$ cat config.mk
export PLATFORM = sky130hd
export DESIGN_NAME = cotm32_clint_mh
export DESIGN_NICKNAME = d
export VERILOG_FILES = /design/src/rtl/cotm32_clint_mh.sv
export SDC_FILE = /design/constraint.sdc
export NUM_CORES = 1
export LEC_CHECK = 0
export CORE_UTILIZATION = 40
export DETAILED_ROUTE_END_ITERATION = 8
export PLACE_DENSITY = 0.68
export REMOVE_ABC_BUFFERS = 1
export SETUP_SLACK_MARGIN = 0.2
export SLEW_MARGIN = 10
export SYNTH_ARGS = -nofsm -noshare
export SYNTH_HDL_FRONTEND = slang
export SYNTH_SLANG_ARGS = --single-unit
$ cat constraint.sdc
create_clock -name clk -period 2.9 [get_ports clk]
set_input_delay 0.58 -clock clk [delete_from_list [all_inputs] [get_ports clk]]
set_output_delay 0.58 -clock clk [all_outputs]
set_load 0.05 [all_outputs]
$ cat src/rtl/cotm32_clint_mh.sv
// Multi-hart core-local interruptor: shared prescaled 64-bit mtime, per-hart msip/mtimecmp,
// 32-bit MMIO slave with byte strobes and a fixed one-cycle registered response.
module cotm32_clint_mh #(
   parameter int          NUM_HARTS = 1,
   parameter int          XLEN      = 32,
   parameter logic [31:0] BASE_ADDR = 32'h0200_0000,
   parameter int          TICK_DIV  = 1
) (
   input  logic                 clk,
   input  logic                 rst_n,
   input  logic                 req_i,
   input  logic                 we_i,
   input  logic [31:0]          addr_i,
   input  logic [XLEN-1:0]      wdata_i,
   input  logic [XLEN/8-1:0]    wstrb_i,
   output logic [XLEN-1:0]      rdata_o,
   output logic                 rvalid_o,
   output logic                 err_o,
   output logic [NUM_HARTS-1:0] msip_o,
   output logic [NUM_HARTS-1:0] mtip_o
);

   localparam int             PW         = (TICK_DIV > 1) ? $clog2(TICK_DIV) : 1;
   localparam logic [PW-1:0]  PRESC_LAST = PW'(TICK_DIV - 1);
   localparam logic [31:0]    NH         = NUM_HARTS;

   // Handshake: every req_i cycle is accepted (no backpressure); rvalid_o pulses exactly
   // one cycle later with err_o and, for reads, rdata_o sampled at the request edge.

   logic [PW-1:0]  r_presc;
   logic [63:0]    r_mtime;
   logic [NUM_HARTS-1:0] r_msip;
   logic [63:0]    r_mtimecmp [NUM_HARTS];
   logic [NUM_HARTS-1:0] r_mtip;
   logic [31:0]    r_rdata;
   logic           r_rvalid;
   logic           r_err;

   logic [31:0]    w_off;
   logic           w_in_win;
   logic           w_aligned;
   logic           w_msip_sel;
   logic           w_cmp_sel;
   logic           w_time_sel;
   logic [11:0]    w_msip_idx;
   logic [12:0]    w_cmp_idx;
   logic           w_msip_ok;
   logic           w_cmp_ok;
   logic           w_fault;
   logic           w_wr;
   logic           w_time_wr;
   logic           w_tick;
   logic           w_msip_bit;
   logic [63:0]    w_cmp_val;
   logic [31:0]    w_rdata;

   function automatic logic [31:0] f_merge(input logic [31:0] old_v,
                                           input logic [31:0] new_v,
                                           input logic [3:0]  strb);
      logic [31:0] res;
      for (int b = 0; b < 4; b++)
         res[8*b +: 8] = strb[b] ? new_v[8*b +: 8] : old_v[8*b +: 8];
      return res;
   endfunction

   // Decode: msip at 0x0000.., mtimecmp at 0x4000.., mtime at 0xBFF8; mtime wins any overlap.
   assign w_off      = addr_i - BASE_ADDR;
   assign w_in_win   = (w_off[31:16] == 16'h0000);
   assign w_aligned  = (w_off[1:0] == 2'b00);
   assign w_msip_sel = w_in_win && (w_off[15:14] == 2'b00);
   assign w_time_sel = w_in_win && (w_off[15:3] == 13'h17FF);
   assign w_cmp_sel  = w_in_win && (w_off[15:14] != 2'b00) && (w_off[15:3] < 13'h17FF);
   assign w_msip_idx = w_off[13:2];
   assign w_cmp_idx  = w_off[15:3] - 13'h0800;
   assign w_msip_ok  = w_msip_sel && ({20'd0, w_msip_idx} < NH);
   assign w_cmp_ok   = w_cmp_sel && ({19'd0, w_cmp_idx} < NH);
   assign w_fault    = !w_aligned || !(w_msip_ok || w_cmp_ok || w_time_sel);
   assign w_wr       = req_i && we_i && !w_fault;
   assign w_time_wr  = w_wr && w_time_sel && (|wstrb_i);
   assign w_tick     = (r_presc == PRESC_LAST);

   always_comb begin
      w_msip_bit = 1'b0;
      w_cmp_val  = '0;
      for (int h = 0; h < NUM_HARTS; h++) begin
         if (w_msip_idx == 12'(h)) w_msip_bit = r_msip[h];
         if (w_cmp_idx == 13'(h))  w_cmp_val  = r_mtimecmp[h];
      end
   end

   always_comb begin
      w_rdata = '0;
      if (!w_fault) begin
         if (w_msip_ok)
            w_rdata = {31'd0, w_msip_bit};
         else if (w_time_sel)
            w_rdata = w_off[2] ? r_mtime[63:32] : r_mtime[31:0];
         else if (w_cmp_ok)
            w_rdata = w_off[2] ? w_cmp_val[63:32] : w_cmp_val[31:0];
      end
   end

   // A software write to mtime replaces that cycle's increment; the prescaler keeps running.
   always_ff @(posedge clk or negedge rst_n) begin
      if (!rst_n) begin
         r_presc <= '0;
         r_mtime <= '0;
      end else begin
         r_presc <= w_tick ? '0 : r_presc + 1'b1;
         if (w_time_wr) begin
            if (w_off[2])
               r_mtime[63:32] <= f_merge(r_mtime[63:32], wdata_i, wstrb_i);
            else
               r_mtime[31:0]  <= f_merge(r_mtime[31:0], wdata_i, wstrb_i);
         end else if (w_tick) begin
            r_mtime <= r_mtime + 64'd1;
         end
      end
   end

   always_ff @(posedge clk or negedge rst_n) begin
      if (!rst_n) begin
         r_msip <= '0;
         r_mtip <= '0;
         for (int h = 0; h < NUM_HARTS; h++)
            r_mtimecmp[h] <= 64'hFFFF_FFFF_FFFF_FFFF;
      end else begin
         for (int h = 0; h < NUM_HARTS; h++) begin
            if (w_wr && w_msip_ok && (w_msip_idx == 12'(h)) && wstrb_i[0])
               r_msip[h] <= wdata_i[0];
            if (w_wr && w_cmp_ok && (w_cmp_idx == 13'(h))) begin
               if (w_off[2])
                  r_mtimecmp[h][63:32] <= f_merge(r_mtimecmp[h][63:32], wdata_i, wstrb_i);
               else
                  r_mtimecmp[h][31:0]  <= f_merge(r_mtimecmp[h][31:0], wdata_i, wstrb_i);
            end
            r_mtip[h] <= (r_mtime >= r_mtimecmp[h]);
         end
      end
   end

   always_ff @(posedge clk or negedge rst_n) begin
      if (!rst_n) begin
         r_rdata  <= '0;
         r_rvalid <= 1'b0;
         r_err    <= 1'b0;
      end else begin
         r_rvalid <= req_i;
         r_err    <= req_i && w_fault;
         if (req_i && !we_i)
            r_rdata <= w_rdata;
      end
   end

   assign rdata_o  = r_rdata;
   assign rvalid_o = r_rvalid;
   assign err_o    = r_err;
   assign msip_o   = r_msip;
   assign mtip_o   = r_mtip;

endmodule

==> results.md <==
- Crit Path Class: primary input to flip-flop
- H-tree Lvls: 4
- Hold Vio Cnt, Final: 0
- Clock sink count: 164
- Skew final: 11.2 ps
- First-pass GRT wire length: 51700 microns
- Worst Max-Slew Pin Slew: 928 ps
- Core Box Area: 25300 sq um
- Sequential Area: 4180 sq um
- YS warnings: 0
- Worst-path cell chain: clkdlybuf4s50_1 > or4_4 > nand4_1 > buf_4 > nor4_4 > buf_6 > clkbuf_16 > nor4_1 > nor3_1 > a211oi_1
- P_leak: 6.02 nW
- Final non-filler cell total: 1647
- CTS tree: done
- Initial core utilization: 41.1%
- Via Count: 9772
- Final period utilization: 90.7%
- Clk slew on worst S/H paths: 70 ps
- Vias in the first global route: 9514
- Critical Path RT: 3240 ps
- Cells after Synth: 1111
- Async set-reset flop share out of synthesis: 100%
- Arr. time, crit path: 2970 ps
- CTS buffer count: 17
- Clk root buf: clkbuf_16
- Crit path max fanout: 15
- Clock Path Buffers: 2
- Syn Area/Cell: 9.36 sq um
- Antenna violations before repair: 0
- Hold_ws: 284 ps
- HP Class: primary input to asynchronous set/reset pin
- Max_cap viols: 0
- Pin count of the biggest net entering global routing: 165
- Post-route ant nets: 0
- Placed Cells: 1595
- Post-synthesis cell type count: 64
- Unrepaired setup endpoints after global routing: no
- Average wire per standard cell: 20.7 microns
- Max Clock Freq: 380 MHz
- Gr ovfl total: 0
- Multi-input logic area: 5950 sq um
- DRC viols: 0
- Commonest non-fill, non-tap cells in the layout: 100 x dfrtp_1, 98 x nand2_1, 92 x buf_4
- Ports: 108
- Slew headroom: 38.1%
- Layout overhead on the synthesized area: 32.3%
- Ant diodes: 0
- DR vias/cell: 5.93
- Total GRT Usage: 25.1%
- Critical Path Slowest Stage Cell: or4_4
- Final Net Count: 1445
- Pwr per Cell Area: 369 nW/um^2
- Port Buffers: 107
- # fillers: 2231
- Max Slew Vio Count: 0
- Startpoint Class: primary input
- Hold buffers post-CTS: 0
- Final HPWL DP: 23600 microns
- Routed WL: 34000 microns
- Slowest stage delay, CP: 540 ps
- Die area: 26600 sq um
- Placement row count: 58
- Worst IR Drop VDD: 0.313 mV
- Pre-antenna DRT Iters: 5
- Die W: 163 microns
- EDFF count, synth: 0
- Die Span Y: 163 microns
- Fin util: 54.3%
- Setup crit end kind: flip-flop
- Register area share after synthesis: 40.2%
- Fraction of layout cells with a size suffix above 1: 24.1%
- Most common cell after layout, fill and taps aside: dfrtp_1
- Min Tclk post-route: 2630 ps
- Final setup violating endpoints: 0
- Flops & latches, synth: 164
- GPL Wtd Cong: 0.950
- Cell Area, Synth: 10400 sq um
- Synth Flop Type: dfrtp_1
- Drt initial violations: 853
- Skew-Pair Late Insertion Delay: 440 ps
- Setup TNS: 0 ps
- Outcome: complete, no violations
where the power goes:
group | leakage, nW | switching [mW] | total (mW) | internal (mW)
combinational | 3.82 | 0.181 | 0.322 | 0.141
clock | 0.300 | 0.984 | 2.47 | 1.48
sequential | 1.90 | 0.000353 | 2.29 | 2.29
total | 6.02 | 1.17 | 5.08 | 3.92
repair_timing:
item	4_1_cts	5_1_grt
buffers inserted	6	9
gates resized for setup	14	70
setup endpoints to repair	145	159
hold endpoints to repair	0	0
pin swaps	7	22
gates cloned	1	5
area by class of cell:
type                    count  area share (%)
clock buffers              22            3.37
clock inverters            10            1.13
inverters                  81            2.21
multi-input cells         815            43.2
flip-flops and latches    164            30.4
well taps                 330            3.00
repair buffers            225            16.7
cells by family (layout without fill, tap and decap cells):
| group | Yosys count | count (layout) | synth area share, % |
|---|---|---|---|
| simple gates | 357 | 357 | 17.3 |
| xor+xnor | 1 | 1 | 0.0842 |
| mux | 113 | 113 | 11.5 |
| flops | 164 | 164 | 40.2 |
| buf+inv | 132 | 338 | 4.93 |
| compound gates | 275 | 275 | 17.7 |
| fa+ha+maj | 69 | 69 | 8.30 |
per-stage QoR:
stage	worst slack, ps	power [mW]	cell area, sq um
floorplan	-3530	2.40	10200
global placement	-515	2.64	12600
detailed placement	-542	2.65	12600
CTS	174	5.10	13300
global route	201	5.22	13800
finish	268	5.08	13800
state kept, by name, indices dropped and copies added, names as in the netlist:
register    count
r_mtimecmp     64
r_mtime        64
err_o           1
msip_o          1
rvalid_o        1
mtip_o          1
rdata_o        32
Yosys cell counts, types with 3 or more instances:
cell type | n | share of area (%)
a21oi_1 | 59 | 2.8
mux2_2 | 49 | 5.3
ha_1 | 69 | 8.3
and2_1 | 3 | 0.18
nand2_2 | 4 | 0.24
a22o_1 | 31 | 2.6
buf_1 | 5 | 0.18
a31oi_1 | 3 | 0.18
nand4_1 | 23 | 1.4
o22ai_1 | 44 | 2.6
dfrtp_1 | 100 | 24
o21a_1 | 3 | 0.22
o32ai_1 | 7 | 0.59
o31ai_1 | 6 | 0.43
a2111oi_0 | 3 | 0.25
or2_2 | 4 | 0.24
nor2_1 | 80 | 2.9
nor3_1 | 22 | 1.1
nand2_1 | 100 | 3.6
clkbuf_1 | 32 | 1.2
a21o_1 | 4 | 0.29
a211o_1 | 3 | 0.25
o221a_2 | 3 | 0.32
nor4_1 | 14 | 0.84
nand2b_1 | 8 | 0.48
a211oi_1 | 20 | 1.4
nand3_1 | 43 | 2.1
inv_1 | 81 | 2.9
and3_1 | 13 | 0.78
o211ai_1 | 12 | 0.87
nor2b_1 | 9 | 0.54
or4_1 | 8 | 0.58
buf_2 | 12 | 0.58
mux2i_1 | 64 | 6.2
and4_1 | 7 | 0.59
o21ai_0 | 49 | 2.4
dfstp_2 | 64 | 16
a311oi_1 | 13 | 1.1
per-layer routing:
layer  routed length, microns  track usage [%]  share of wire [%]
met1                    14800             33.3                 43
met2                    16200             40.6                 48
met3                     2100             4.49                6.2
met4                      887             9.52                2.6
met5                        0                0                  0
worst paths after layout:
path	startpoint	endpoint	slack, ps	cells past startpoint
max in group asynchronous	rst_n	rdata_o[15]	1940	2
min in group clk	rdata_o[0]	rdata_o[0]	490	2
hold reg to reg	rdata_o[0]	rdata_o[0]	490	2
setup reg to reg	r_mtime[0]	mtip_o	290	8
setup / recovery	wstrb_i[3]	r_mtime[46]	270	10
hold / removal	rst_n	rdata_o[31]	280	2
worst max-delay path, delay by kind of cell:
family	cells	cell delay (ps)
AND/OR/NAND/NOR	5	1170
buffers and inverters	4	960
AO/OA/AOI/OAI	1	260
Note: power is estimated with default switching activity, not from simulation.
